### config.mk
export PLATFORM = sky130hd
export DESIGN_NAME = seg7_decoder_flat
export DESIGN_NICKNAME = d
export VERILOG_FILES = /design/src/rtl/seg7_decoder_if.sv /design/src/rtl/seg7_decoder.sv /design/src/flat_wrapper.sv
export SDC_FILE = /design/constraint.sdc
export NUM_CORES = 1
export LEC_CHECK = 0
export ABC_AREA = 0
export BUFFER_PORTS_ARGS = -buffer_cell sky130_fd_sc_hd__buf_2
export CORE_ASPECT_RATIO = 1.5
export CORE_MARGIN = 4
export CORE_UTILIZATION = 55
export CTS_CLUSTER_DIAMETER = 150
export DETAILED_ROUTE_END_ITERATION = 12
export PLACE_DENSITY_LB_ADDON = 0.12
export SETUP_SLACK_MARGIN = 0.4
export SYNTH_ARGS = -nofsm -noshare
export SYNTH_HDL_FRONTEND = slang
export SYNTH_SLANG_ARGS = --single-unit
### constraint.sdc
create_clock -name clk -period 3 [get_ports clk]
set_input_delay 0.45 -clock clk [delete_from_list [all_inputs] [get_ports clk]]
set_output_delay 0.45 -clock clk [all_outputs]
set_load 0.005 [all_outputs]
### src/rtl/seg7_decoder_if.sv
// Bundle of the 7-segment sample bus and the decoded-value valid/ready port.
// The decoder sits on the slave modport; the consumer or driver sits on the master modport.
interface seg7_decoder_if;
    logic [6:0] seg7;
    logic [4:0] code_out;
    logic       code_err;
    logic       code_valid;
    logic       code_ready;
    logic       overrun;
    logic       overrun_clr;

    modport slave (
        input  seg7,
        input  code_ready,
        input  overrun_clr,
        output code_out,
        output code_err,
        output code_valid,
        output overrun
    );

    modport master (
        output seg7,
        output code_ready,
        output overrun_clr,
        input  code_out,
        input  code_err,
        input  code_valid,
        input  overrun
    );
endinterface

### src/rtl/seg7_decoder.sv
// Recovers the hex digit shown on an asynchronous 7-segment bus: sync, debounce, decode,
// and present it on a valid/ready port with sticky overrun detection.
module seg7_decoder #(
    parameter int STABLE_CYCLES  = 4,
    parameter int CNT_W          = 8,
    parameter int SEG_ACTIVE_LOW = 0
) (
    input  logic           clk,
    input  logic           rst_n,
    seg7_decoder_if.slave  bus
);

    typedef enum logic [0:0] {
        ST_SETTLE = 1'b0,
        ST_LOCKED = 1'b1
    } state_t;

    localparam logic [CNT_W-1:0] LP_ACCEPT_CNT = CNT_W'(STABLE_CYCLES - 1);
    localparam logic [CNT_W-1:0] LP_CNT_MAX    = {CNT_W{1'b1}};
    localparam logic [CNT_W-1:0] LP_CNT_ONE    = {{(CNT_W-1){1'b0}}, 1'b1};

    // Returns {err, code[4:0]} for an active-high gfedcba pattern.
    function automatic logic [5:0] f_decode(input logic [6:0] pat);
        logic [5:0] res;
        case (pat)
            7'h3F:   res = {1'b0, 5'h00};
            7'h06:   res = {1'b0, 5'h01};
            7'h5B:   res = {1'b0, 5'h02};
            7'h4F:   res = {1'b0, 5'h03};
            7'h66:   res = {1'b0, 5'h04};
            7'h6D:   res = {1'b0, 5'h05};
            7'h7D:   res = {1'b0, 5'h06};
            7'h07:   res = {1'b0, 5'h07};
            7'h7F:   res = {1'b0, 5'h08};
            7'h6F:   res = {1'b0, 5'h09};
            7'h77:   res = {1'b0, 5'h0A};
            7'h7C:   res = {1'b0, 5'h0B};
            7'h39:   res = {1'b0, 5'h0C};
            7'h5E:   res = {1'b0, 5'h0D};
            7'h79:   res = {1'b0, 5'h0E};
            7'h71:   res = {1'b0, 5'h0F};
            7'h00:   res = {1'b0, 5'h10};
            default: res = {1'b1, 5'h1F};
        endcase
        return res;
    endfunction

    logic [6:0]       r_s1;
    logic [6:0]       r_s2;
    logic [6:0]       r_held;
    logic [6:0]       r_last_pat;
    logic [CNT_W-1:0] r_cnt;
    state_t           r_state;
    logic             r_emitted_any;
    logic [4:0]       r_code_out;
    logic             r_code_err;
    logic             r_code_valid;
    logic             r_overrun;

    logic [6:0]       w_p;
    logic [6:0]       w_held_nxt;
    logic [CNT_W-1:0] w_cnt_nxt;
    state_t           w_state_nxt;
    logic             w_accept;
    logic             w_emit;
    logic [5:0]       w_dec;
    logic [4:0]       w_code_out_nxt;
    logic             w_code_err_nxt;
    logic             w_code_valid_nxt;
    logic             w_overrun_nxt;
    logic [6:0]       w_last_pat_nxt;
    logic             w_emitted_any_nxt;

    assign w_p = (SEG_ACTIVE_LOW != 0) ? ~r_s2 : r_s2;

    // Stability tracking and SETTLE/LOCKED next-state logic.
    always_comb begin
        w_held_nxt  = r_held;
        w_cnt_nxt   = r_cnt;
        w_state_nxt = r_state;
        w_accept    = 1'b0;
        if (w_p != r_held) begin
            w_held_nxt  = w_p;
            w_cnt_nxt   = {CNT_W{1'b0}};
            w_state_nxt = ST_SETTLE;
        end else begin
            w_cnt_nxt = (r_cnt == LP_CNT_MAX) ? r_cnt : (r_cnt + LP_CNT_ONE);
            case (r_state)
                ST_SETTLE: begin
                    if (r_cnt == LP_ACCEPT_CNT) begin
                        w_accept    = 1'b1;
                        w_state_nxt = ST_LOCKED;
                    end else begin
                        w_state_nxt = ST_SETTLE;
                    end
                end
                ST_LOCKED: w_state_nxt = ST_LOCKED;
                default:   w_state_nxt = ST_SETTLE;
            endcase
        end
    end

    // Emission, valid/ready handshake and overrun next-state logic.
    always_comb begin
        w_dec             = f_decode(r_held);
        w_emit            = w_accept && (!r_emitted_any || (r_held != r_last_pat));
        w_code_out_nxt    = r_code_out;
        w_code_err_nxt    = r_code_err;
        w_code_valid_nxt  = r_code_valid;
        w_overrun_nxt     = r_overrun;
        w_last_pat_nxt    = r_last_pat;
        w_emitted_any_nxt = r_emitted_any;
        if (w_accept) begin
            w_last_pat_nxt    = r_held;
            w_emitted_any_nxt = 1'b1;
        end else begin
            w_last_pat_nxt    = r_last_pat;
        end
        if (w_emit) begin
            w_code_out_nxt   = w_dec[4:0];
            w_code_err_nxt   = w_dec[5];
            w_code_valid_nxt = 1'b1;
        end else if (r_code_valid && bus.code_ready) begin
            w_code_valid_nxt = 1'b0;
        end else begin
            w_code_valid_nxt = r_code_valid;
        end
        // Clear has priority over a same-cycle overwrite.
        if (bus.overrun_clr) begin
            w_overrun_nxt = 1'b0;
        end else if (w_emit && r_code_valid && !bus.code_ready) begin
            w_overrun_nxt = 1'b1;
        end else begin
            w_overrun_nxt = r_overrun;
        end
    end

    // State register for synchronizer, debounce FSM and output port.
    always_ff @(posedge clk or negedge rst_n) begin
        if (!rst_n) begin
            r_s1          <= 7'h00;
            r_s2          <= 7'h00;
            r_held        <= 7'h00;
            r_last_pat    <= 7'h00;
            r_cnt         <= {CNT_W{1'b0}};
            r_state       <= ST_SETTLE;
            r_emitted_any <= 1'b0;
            r_code_out    <= 5'h00;
            r_code_err    <= 1'b0;
            r_code_valid  <= 1'b0;
            r_overrun     <= 1'b0;
        end else begin
            r_s1          <= bus.seg7;
            r_s2          <= r_s1;
            r_held        <= w_held_nxt;
            r_last_pat    <= w_last_pat_nxt;
            r_cnt         <= w_cnt_nxt;
            r_state       <= w_state_nxt;
            r_emitted_any <= w_emitted_any_nxt;
            r_code_out    <= w_code_out_nxt;
            r_code_err    <= w_code_err_nxt;
            r_code_valid  <= w_code_valid_nxt;
            r_overrun     <= w_overrun_nxt;
        end
    end

    assign bus.code_out   = r_code_out;
    assign bus.code_err   = r_code_err;
    assign bus.code_valid = r_code_valid;
    assign bus.overrun    = r_overrun;

endmodule

### src/flat_wrapper.sv
// flat-port wrapper written by rule: the top's interface ports become plain ports
module seg7_decoder_flat 
#(
    parameter int STABLE_CYCLES  = 4,
    parameter int CNT_W          = 8,
    parameter int SEG_ACTIVE_LOW = 0
)
  (clk, rst_n, bus_seg7, bus_code_ready, bus_overrun_clr, bus_code_out, bus_code_err, bus_code_valid, bus_overrun);
  seg7_decoder_if bus_i ();
  input  logic clk;
  input  logic rst_n;
  input wire logic [$bits(bus_i.seg7)-1:0] bus_seg7;
  input wire logic [$bits(bus_i.code_ready)-1:0] bus_code_ready;
  input wire logic [$bits(bus_i.overrun_clr)-1:0] bus_overrun_clr;
  output wire logic [$bits(bus_i.code_out)-1:0] bus_code_out;
  output wire logic [$bits(bus_i.code_err)-1:0] bus_code_err;
  output wire logic [$bits(bus_i.code_valid)-1:0] bus_code_valid;
  output wire logic [$bits(bus_i.overrun)-1:0] bus_overrun;
  assign bus_i.seg7 = bus_seg7;
  assign bus_i.code_ready = bus_code_ready;
  assign bus_i.overrun_clr = bus_overrun_clr;
  assign bus_code_out = bus_i.code_out;
  assign bus_code_err = bus_i.code_err;
  assign bus_code_valid = bus_i.code_valid;
  assign bus_overrun = bus_i.overrun;
  seg7_decoder #(.STABLE_CYCLES(STABLE_CYCLES), .CNT_W(CNT_W), .SEG_ACTIVE_LOW(SEG_ACTIVE_LOW)) u_core (.clk(clk), .rst_n(rst_n), .bus(bus_i));
endmodule
==> impl_metrics.tcl, run 1 <==
set metrics [dict create \
    final-setup-viol-count 0 \
    power.share.clock_pct 34.7 \
    fin_ws_ns 0.614 \
    worstPathArrival_ns 2.58 \
    core_area_um2 3720 \
    r2r_start "u_core.r_cnt[0]" \
    vias 1439 \
    overflow 0 \
    numPlacedInstances 240 \
    cpLargestDelayFamily "simple AND/OR/NAND/NOR gates" \
    die_height_um 84.6 \
    seqCellArea_um2 1150 \
    multi_input_comb_area_um2 905 \
    cp-end-kind "register" \
    firstDrtPassIters 4 \
    rsz0062_at_grt "false" \
    root_buffer "clkbuf_8" \
    grt_pass1_vias 1441 \
    p_leak_nw 1.08 \
    instances_no_fill 248 \
    critPathKind "reg -> reg" \
    drc 0 \
    synthCells 197 \
    setup.worst_path.start "u_core.r_cnt[0]" \
    hold_depth 1 \
    netlist_area_um2 2150 \
    antenna_found_initial 0 \
    hp-class "in -> reg" \
    crit_path_max_fanout 11 \
    htreeDepth 2 \
    fin_skew_ns 0.00926 \
    cts.path.max_buffers 2 \
    yosys_most_used_dff "dfrtp_1" \
    netlist_top_cells_area "dfrtp_1, xor2_1, mux2_2" \
    num_antenna_cells 0 \
    fillerInstances 320 \
    crit_slowest_cell "or4b_1" \
    ys_seq_area_share_pct 53.5 \
    grt_max_degree 47 \
    clock_latency_ns 0.30 \
    reg2reg_to "u_core.bus.code_out[0]" \
    path_cells "ha_1 > or4b_1 > nor4_2 > nand4bb_1 > a41oi_4 > and4_2 > o21ai_2" \
    fmax_mhz 419 \
    clk_pin_slew_ns 0.09 \
    drive_above_1_share_pct 22.0 \
    cellPowerDensity_nw_per_um2 473 \
    r2r_slack_ns 0.61 \
    slew_violations 0 \
    rows 27 \
    area_growth_pct 7.44 \
    cts_setup_buffers 0 \
    drt-total-wl_um 3750 \
    ys_warn_count 0 \
    grtUsageTotal_pct 17.0 \
    hold_start "bus_seg7[1]" \
    fin_nets 216 \
    synth_mux_area_share_pct 5.98 \
    fin_tns_setup_ns 0 \
    status "finished clean" \
    rr_worst_depth 7 \
    timing_hold_violations_final 0 \
    synth_adder_area_share_pct 0.581 \
    via_per_inst 5.80 \
    p_sw_share_pct 22.9 \
    synth_compound_area_share_pct 8.89 \
    cp.buffers_inverters 0 \
    relSlewSlack_pct 35.2 \
    cts_tree "done" \
    maxCapViolations 0 \
    worst_pin_slew_ns 0.971 \
    synth_xor_area_share_pct 7.32 \
    antenna_left 0 \
    die-area_um2 5000 \
    start_kind "register" \
    post-place-ws_ns 0.464 \
    yosys.area.top_type "dfrtp_1" \
    vdd_drop_max_uv 568 \
    synth.top_cells.by_count "dfrtp_1, nor2_1, clkbuf_1" \
    period_share_pct 79.5 \
    numPortBuffers 18 \
    grt_pass1_wl_um 6440 \
    mappedNetlistNets 209 \
    clock_sinks 46 \
    synth_top_family_by_area "simple AND/OR/NAND/NOR gates" \
    cp.required_ns 3.20 \
    holdPathEnd "u_core.r_s1[1]" \
    yosysMostFrequentCell "dfrtp_1" \
    io_pins 19 \
    p_seq_share_pct 60.1 \
    cp_slowest_stage_delay_ns 0.46 \
    wl_per_cell_um 15.1 \
    place_hpwl_um 2710 \
    start_util_pct 57.9 \
    synth_cell_type_count 47 \
    fin_crit_ns 2.39 \
    gp_congestion 0.985 \
    ys_async_sr_fraction_pct 100 \
    synth.avg_cell_area_um2 10.9 \
    cts-buffers-inserted 5 \
    synth-seq-cells 46 \
    die_x_um 59.1 \
    initialDrtViolationCount 107 \
    synth-simple-area-share_pct 18.7 \
    synth_top_area_share_pct 53.5 \
    synth_edf_count 0 \
    p_int_uw 844 \
    p_comb_share_pct 5.2 \
    power_switching_uw 251 \
]
flip-flops by register name, indices dropped and copies added, names as in the netlist, 5 cells and up:
| register | cells |
|---|---|
| u_core.r_last_pat | 7 |
| u_core.r_s2 | 7 |
| u_core.r_s1 | 7 |
| u_core.r_held | 7 |
| u_core.r_cnt | 8 |
| u_core.bus.code_out | 5 |
cell usage in the layout, fill, tap and decap left out, types with 2 or more instances in the layout:
master / n
nor3_1: 5
buf_2: 18
clkbuf_8: 6
and4_2: 2
mux2_2: 7
xor2_1: 12
nor2_1: 19
mux2i_1: 5
nand2_1: 13
o21ai_0: 6
nor3b_1: 3
nand3_1: 4
o32ai_1: 2
dfrtp_1: 46
a31oi_1: 3
a21oi_1: 5
a311oi_1: 2
nor4_1: 2
nand2b_1: 3
inv_1: 4
and3_1: 4
xnor2_1: 6
per-stage QoR:
| step | utilization (%) | power (mW) | area [um^2] | hold slack (ns) |
|---|---|---|---|---|
| after floorplan | - | 0.703 | 2150 | 0.154 |
| after global placement | 59.5 | 0.724 | 2210 | 0.331 |
| after detailed placement | 59.5 | 0.727 | 2210 | 0.336 |
| after CTS | 62.0 | 1.11 | 2300 | 0.247 |
| after global routing | 62.3 | 1.15 | 2310 | 0.235 |
| final | 62.3 | 1.09 | 2310 | 0.257 |
power by group through the flow:
stage                     registers (mW)  clock network, mW  logic, mW
after floorplan                    0.653                  0     0.0504
after global placement             0.669                  0     0.0554
after detailed placement           0.670                  0     0.0570
after CTS                          0.657              0.394     0.0574
after global routing               0.661              0.424     0.0643
final                              0.657              0.380     0.0568
metal layers:
layer	global-route usage (%)	share of wire, %
met5	0	0
met4	10.5	3.3
met3	4.46	4.3
met1	19.6	39
met2	27.3	53
final cells by class:
cell class	count	area share [%]
multi-input cells	128	39.1
clock inverters	1	0.216
inverters	4	0.649
repair buffers	19	4.22
clock buffers	7	3.73
flip-flops and latches	46	49.8
well taps	43	2.33
cells by family after synthesis:
| family | Yosys count |
|---|---|
| mux | 12 |
| fa+ha+maj | 1 |
| buf+inv | 23 |
| compound gates | 27 |
| flops | 46 |
| simple gates | 70 |
| xor+xnor | 18 |
worst max-delay path by stage:
stage / cells past startpoint / slack [ns] / end
after global placement: 7 / 0.56 / u_core.bus.code_out[0]
after global routing: 7 / 0.43 / u_core.bus.code_out[0]
after detailed placement: 7 / 0.46 / u_core.bus.code_out[0]
final: 7 / 0.61 / u_core.bus.code_out[0]
after CTS: 7 / 0.45 / u_core.bus.code_out[0]
after floorplan: 9 / 0.85 / u_core.bus.code_out[4]
repair_timing:
action | CTS | global route
endpoints found under the hold margin | 0 | 0
hold buffers | 0 | 0
gates resized for setup | 0 | 1
setup endpoints to repair | 0 | 6
Power figures use the tool's default switching activity.
==> run 2, diff against run 1 <==
- clock period: 3 -> 2.5 ns (I/O delays scaled with it)
==> run 2 against run 1 <==
Against the previous run: utilization is 6.0 points higher; critical path type unchanged; fmax is 11% higher; register-to-register slack worse by 0.27 ns; highest routed layer unchanged; sequential power is 19% higher; design area is 9.6% higher; critical endpoint is now u_core.bus.code_out[2]; clock skew is 0.0037 ns lower; largest power group unchanged; count of clock-buffer cells in the layout is 1 lower.
==> impl_metrics.tcl, run 2 (synthesis results as in run 1) <==
set metrics [dict create \
    status "finished clean" \
    wl_per_cell_um 15.8 \
    maxCapViolations 0 \
    root_buffer "clkbuf_8" \
    crit_path_max_fanout 6 \
    die_x_um 59.1 \
    numPortBuffers 18 \
    area_growth_pct 17.8 \
    top_register "u_core.r_cnt" \
    grt_pass1_wl_um 7120 \
    antenna_left 0 \
    core_area_um2 3720 \
    hold_start "bus_seg7[6]" \
    gp_congestion 1.02 \
    r2r_slack_ns 0.35 \
    start_util_pct 57.9 \
    fin_tns_setup_ns 0 \
    grt_pass1_vias 1522 \
    relSlewSlack_pct 35.3 \
    num_antenna_cells 0 \
    reg2reg_to "u_core.bus.code_out[2]" \
    fin_crit_ns 2.15 \
    die_height_um 84.6 \
    post-place-ws_ns 0.259 \
    holdPathEnd "u_core.r_s1[6]" \
    drc 0 \
    cts_tree "done" \
    worstPathArrival_ns 2.39 \
    drt-total-wl_um 4190 \
    firstDrtPassIters 4 \
    cts-buffers-inserted 5 \
    die-area_um2 5000 \
    clock_sinks 46 \
    final_common_cell "dfrtp_1" \
    hold_depth 1 \
    worst_pin_slew_ns 0.971 \
    final_cell_mix "dfrtp_1, nor2_1, buf_2" \
    rsz0062_at_grt "true" \
    period_share_pct 86.1 \
    initialDrtViolationCount 97 \
    fin_skew_ns 0.00559 \
    r2r_start "u_core.r_cnt[0]" \
    fin_nets 234 \
    vias 1555 \
    rr_worst_depth 9 \
    grt_max_degree 47 \
    final-setup-viol-count 0 \
    htreeDepth 2 \
    cp-end-kind "register" \
    vdd_drop_max_uv 582 \
    grtUsageTotal_pct 18.7 \
    clk_pin_slew_ns 0.08 \
    cts.path.max_buffers 2 \
    drive_above_1_share_pct 30.9 \
    overflow 0 \
    via_per_inst 5.85 \
    fin_ws_ns 0.347 \
    cp.required_ns 2.73 \
    fmax_mhz 464 \
    rows 27 \
    critPathKind "reg -> reg" \
    cellPowerDensity_nw_per_um2 523 \
    hp-class "in -> reg" \
    antenna_found_initial 0 \
    clock_latency_ns 0.29 \
    largest_register_ffs 8 \
    timing_hold_violations_final 0 \
    place_hpwl_um 2750 \
    start_kind "register" \
    io_pins 19 \
    p_leak_nw 1.19 \
    slew_violations 0 \
]
run 2: metal layers:
| metal | track usage [%] | share of wire (%) | wire length [um] | vias up |
|---|---|---|---|---|
| met3 | 4.62 | 4.1 | 171 | 14 |
| met5 | 0 | 0 | 0 | - |
| li1 | - | - | - | 731 |
| met4 | 9.69 | 3.1 | 129 | 0 |
| met1 | 21.1 | 39 | 1630 | 761 |
| met2 | 31.7 | 54 | 2270 | 49 |
run 2: per-stage QoR:
| step | util [%] | instances | power (mW) | hold slack [ns] | area, um^2 |
|---|---|---|---|---|---|
| 5_1_grt | 68.2 | 266 | 1.39 | 0.166 | 2540 |
| 3_5_place_dp | 60.2 | 243 | 0.876 | 0.336 | 2240 |
| 4_1_cts | 66.5 | 265 | 1.34 | 0.170 | 2470 |
| 3_3_place_gp | 60.2 | 243 | 0.872 | 0.332 | 2240 |
| 6_report | 68.2 | 266 | 1.33 | 0.180 | 2540 |
| 2_1_floorplan | - | 197 | 0.844 | 0.0794 | 2160 |
run 2: how the worst max path moves through the flow:
stage               startpoint                      to  slack, ns  cells after the start
2_1_floorplan  u_core.r_cnt[0]  u_core.bus.code_out[4]       0.35                      9
5_1_grt        u_core.r_cnt[0]  u_core.bus.code_out[2]       0.22                      9
3_3_place_gp   u_core.r_cnt[0]  u_core.bus.code_out[0]       0.35                      8
3_5_place_dp   u_core.r_cnt[0]  u_core.bus.code_out[2]       0.26                      8
4_1_cts        u_core.r_cnt[1]     u_core.bus.code_err       0.27                      9
6_report       u_core.r_cnt[0]  u_core.bus.code_out[2]       0.35                      9
run 2: cell type report:
class	instances	area [um^2]
Fill cell	269	1180
Inverter	4	15.0
Clock buffer	6	82.6
Clock inverter	2	12.5
Multi-Input combinational cell	128	938
Sequential cell	46	1150
Tap cell	43	53.8
Timing Repair Buffer	37	282
run 2: repair_timing:
item,CTS,global route
pin swaps,2,2
hold buffers,0,0
resized for setup,9,15
buffers inserted,14,1
setup endpoints to repair,7,16
run 2: critical path, cell delays in order, from the launching register on:
cell,delay (ns)
dfrtp_1,0.40
ha_4,0.16
or4b_4,0.47
nor4_4,0.20
nand4bb_1,0.18
a41oi_2,0.20
buf_6,0.16
buf_6,0.10
nand4_4,0.10
nand2_1,0.11
run 2: power breakdown:
part | leakage [nW] | switching [mW] | internal [mW]
Clock | 0.0472 | 0.241 | 0.222
Combinational | 0.551 | 0.0472 | 0.0317
Sequential | 0.593 | 0.0242 | 0.761
Total | 1.19 | 0.312 | 1.01
==> run 3, diff against run 2 <==
- ABC_AREA: 0 -> 1
==> run 3 against run 2 <==
Against the previous run: via count rose by 15%; clock power down 4.8%; die area increased by 8.3%; synthesized cell count increased by 55%; global-route usage fell by 0.19 points; highest routed layer unchanged.
==> impl_metrics.tcl, run 3 <==
set metrics [dict create \
    drt-total-wl_um 4160 \
    die-area_um2 5410 \
    yosys_most_used_dff "dfrtp_1" \
    core_area_um2 4030 \
    ys_seq_area_share_pct 48.9 \
    period_share_pct 73.3 \
    hold_depth 1 \
    status "finished clean" \
    worstPathArrival_ns 2.05 \
    p_leak_nw 1.42 \
    yosys.area.top_type "dfrtp_1" \
    critPathKind "reg -> reg" \
    die_x_um 61.4 \
    reg2reg_to "u_core.bus.overrun" \
    cp_common_cell "nand3_1" \
    mappedNetlistNets 318 \
    cp_slowest_stage_delay_ns 0.50 \
    grt_pass1_vias 1749 \
    drive_above_1_share_pct 15.9 \
    top_register "u_core.r_cnt" \
    fin_tns_setup_ns 0 \
    synth_top_area_share_pct 48.9 \
    hp-class "in -> reg" \
    root_buffer "clkbuf_8" \
    overflow 0 \
    holdPathEnd "u_core.r_s1[0]" \
    crit_path_max_fanout 14 \
    cts-buffers-inserted 5 \
    grtUsageTotal_pct 18.5 \
    cts_tree "done" \
    yosysMostFrequentCell "nand2_1" \
    drc 0 \
    r2r_slack_ns 0.67 \
    fin_ws_ns 0.669 \
    clk_pin_slew_ns 0.09 \
    firstDrtPassIters 4 \
    rsz0062_at_grt "false" \
    netlist_area_um2 2350 \
    clock_sinks 46 \
    start_kind "register" \
    gr-usage-met1_pct 22.0 \
    timing_hold_violations_final 0 \
    cp-end-kind "register" \
    via_per_inst 4.91 \
    worst_pin_slew_ns 0.526 \
    crit_slowest_cell "nor3_4" \
    synth_edf_count 0 \
    cts.path.max_buffers 2 \
    grt_max_degree 23 \
    fin_crit_ns 1.83 \
    post-place-ws_ns 0.631 \
    cp.required_ns 2.72 \
    synthCells 306 \
    synth_cell_type_count 28 \
    hold_start "bus_seg7[0]" \
    io_pins 19 \
    vdd_drop_max_uv 529 \
    final_util_pct 62.9 \
    globalRouteMet3Util_pct 3.54 \
    num_antenna_cells 0 \
    largest_register_ffs 8 \
    cts_resized 0 \
    fin_skew_ns 0.00838 \
    busiest_layer "met2" \
    rr_worst_depth 7 \
    synth.avg_cell_area_um2 7.70 \
    rows 28 \
    antenna_found_initial 0 \
    r2r_start "u_core.r_cnt[0]" \
    p_comb_share_pct 6.6 \
    netlist_top_cells_area "dfrtp_1, nand2_1, inv_1" \
    ys_async_sr_fraction_pct 100 \
    p_seq_share_pct 59.7 \
    htreeDepth 2 \
    slew_violations 0 \
    cts_setup_buffers 0 \
    p_int_uw 986 \
    synth.top_cells.by_count "nand2_1, dfrtp_1, inv_1" \
    final_cell_mix "nand2_1, dfrtp_1, inv_1" \
    start_util_pct 58.4 \
    place_hpwl_um 3310 \
    gp_congestion 0.908 \
    power.share.clock_pct 33.7 \
    cellPowerDensity_nw_per_um2 516 \
    final_common_cell "nand2_1" \
    wl_per_cell_um 11.4 \
    maxCapViolations 0 \
    ys_warn_count 0 \
    grt_pass1_wl_um 7530 \
    numPortBuffers 18 \
    initialDrtViolationCount 72 \
    fin_nets 332 \
    relSlewSlack_pct 64.8 \
    p_sw_share_pct 24.5 \
    area_growth_pct 7.55 \
    synth-seq-cells 46 \
    final-setup-viol-count 0 \
    use_met2_pct 32.9 \
    die_height_um 88.1 \
    path_cells "ha_1 > nand2_1 > nor2_1 > nand3_1 > nor3_4 > nand3_1 > a21oi_1" \
    clock_latency_ns 0.29 \
    power_switching_uw 320 \
    fmax_mhz 546 \
    antenna_left 0 \
    vias 1796 \
]
==> run 3: area by class of cell <==
class	count	area [um^2]
Clock buffer	5	68.8
Clock inverter	3	18.8
Fill cell	386	1500
Inverter	48	180
Multi-Input combinational cell	198	942
Sequential cell	46	1150
Tap cell	45	56.3
Timing Repair Buffer	21	115
==> run 3: logic make-up (layout without fill, tap and decap cells) <==
logic type	count (synthesis)	count (layout)	synth area share [%]
adders and majority gates	1	1	0.531
and+or+nand+nor	169	169	32.9
buffers and inverters	62	77	11.1
AOI/OAI and AO/OA	26	26	5.84
xor gates and xnor gates	2	2	0.744
DFF	46	46	48.9
==> run 3: timing repair <==
item                                   4_1_cts  5_1_grt
endpoints found under the hold margin        5        0
hold buffers                                 1        0
setup endpoints to repair                    0        0
==> run 3: worst max-delay path, delay by kind of cell, from the launching register on <==
family / cells / cell delay (ns)
AND/OR/NAND/NOR: 5 / 1.01
flip-flops: 1 / 0.37
adder cells (fa/ha/maj): 1 / 0.22
AO/OA/AOI/OAI: 1 / 0.15
==> run 3: metrics by stage <==
stage / cell area, um^2 / std cells / hold WS, ns / total power [mW]
after floorplan: 2350 / 306 / 0.0794 / 0.851
after global placement: 2430 / 357 / 0.205 / 0.881
after detailed placement: 2430 / 357 / 0.208 / 0.882
after CTS: 2530 / 366 / 0.178 / 1.32
after global routing: 2530 / 366 / 0.170 / 1.38
final: 2530 / 366 / 0.179 / 1.31
==> run 3: worst max-delay path by stage <==
stage                                 from                endpoint  slack (ns)  cells past startpoint
after global placement     u_core.r_cnt[1]      u_core.bus.overrun        0.70                      7
final                      u_core.r_cnt[0]      u_core.bus.overrun        0.67                      7
after floorplan           u_core.r_held[5]  u_core.bus.code_out[1]        1.05                     10
after global routing       u_core.r_cnt[1]      u_core.bus.overrun        0.44                      7
after detailed placement   u_core.r_cnt[1]      u_core.bus.overrun        0.63                      7
after CTS                  u_core.r_cnt[1]      u_core.bus.overrun        0.62                      7
==> run 3: power by group through the flow <==
stage,combinational (mW),sequential [mW],clock (mW)
2_1_floorplan,0.0678,0.783,0
3_3_place_gp,0.0873,0.794,0
3_5_place_dp,0.0874,0.794,0
4_1_cts,0.0887,0.780,0.456
5_1_grt,0.101,0.783,0.493
6_report,0.0865,0.779,0.441
==> run 3: per-layer routing <==
metal / vias up / wire length (um)
li1: 948 / -
met1: 812 / 1740
met2: 28 / 2190
met3: 8 / 146
met4: 0 / 88
met5: - / 0
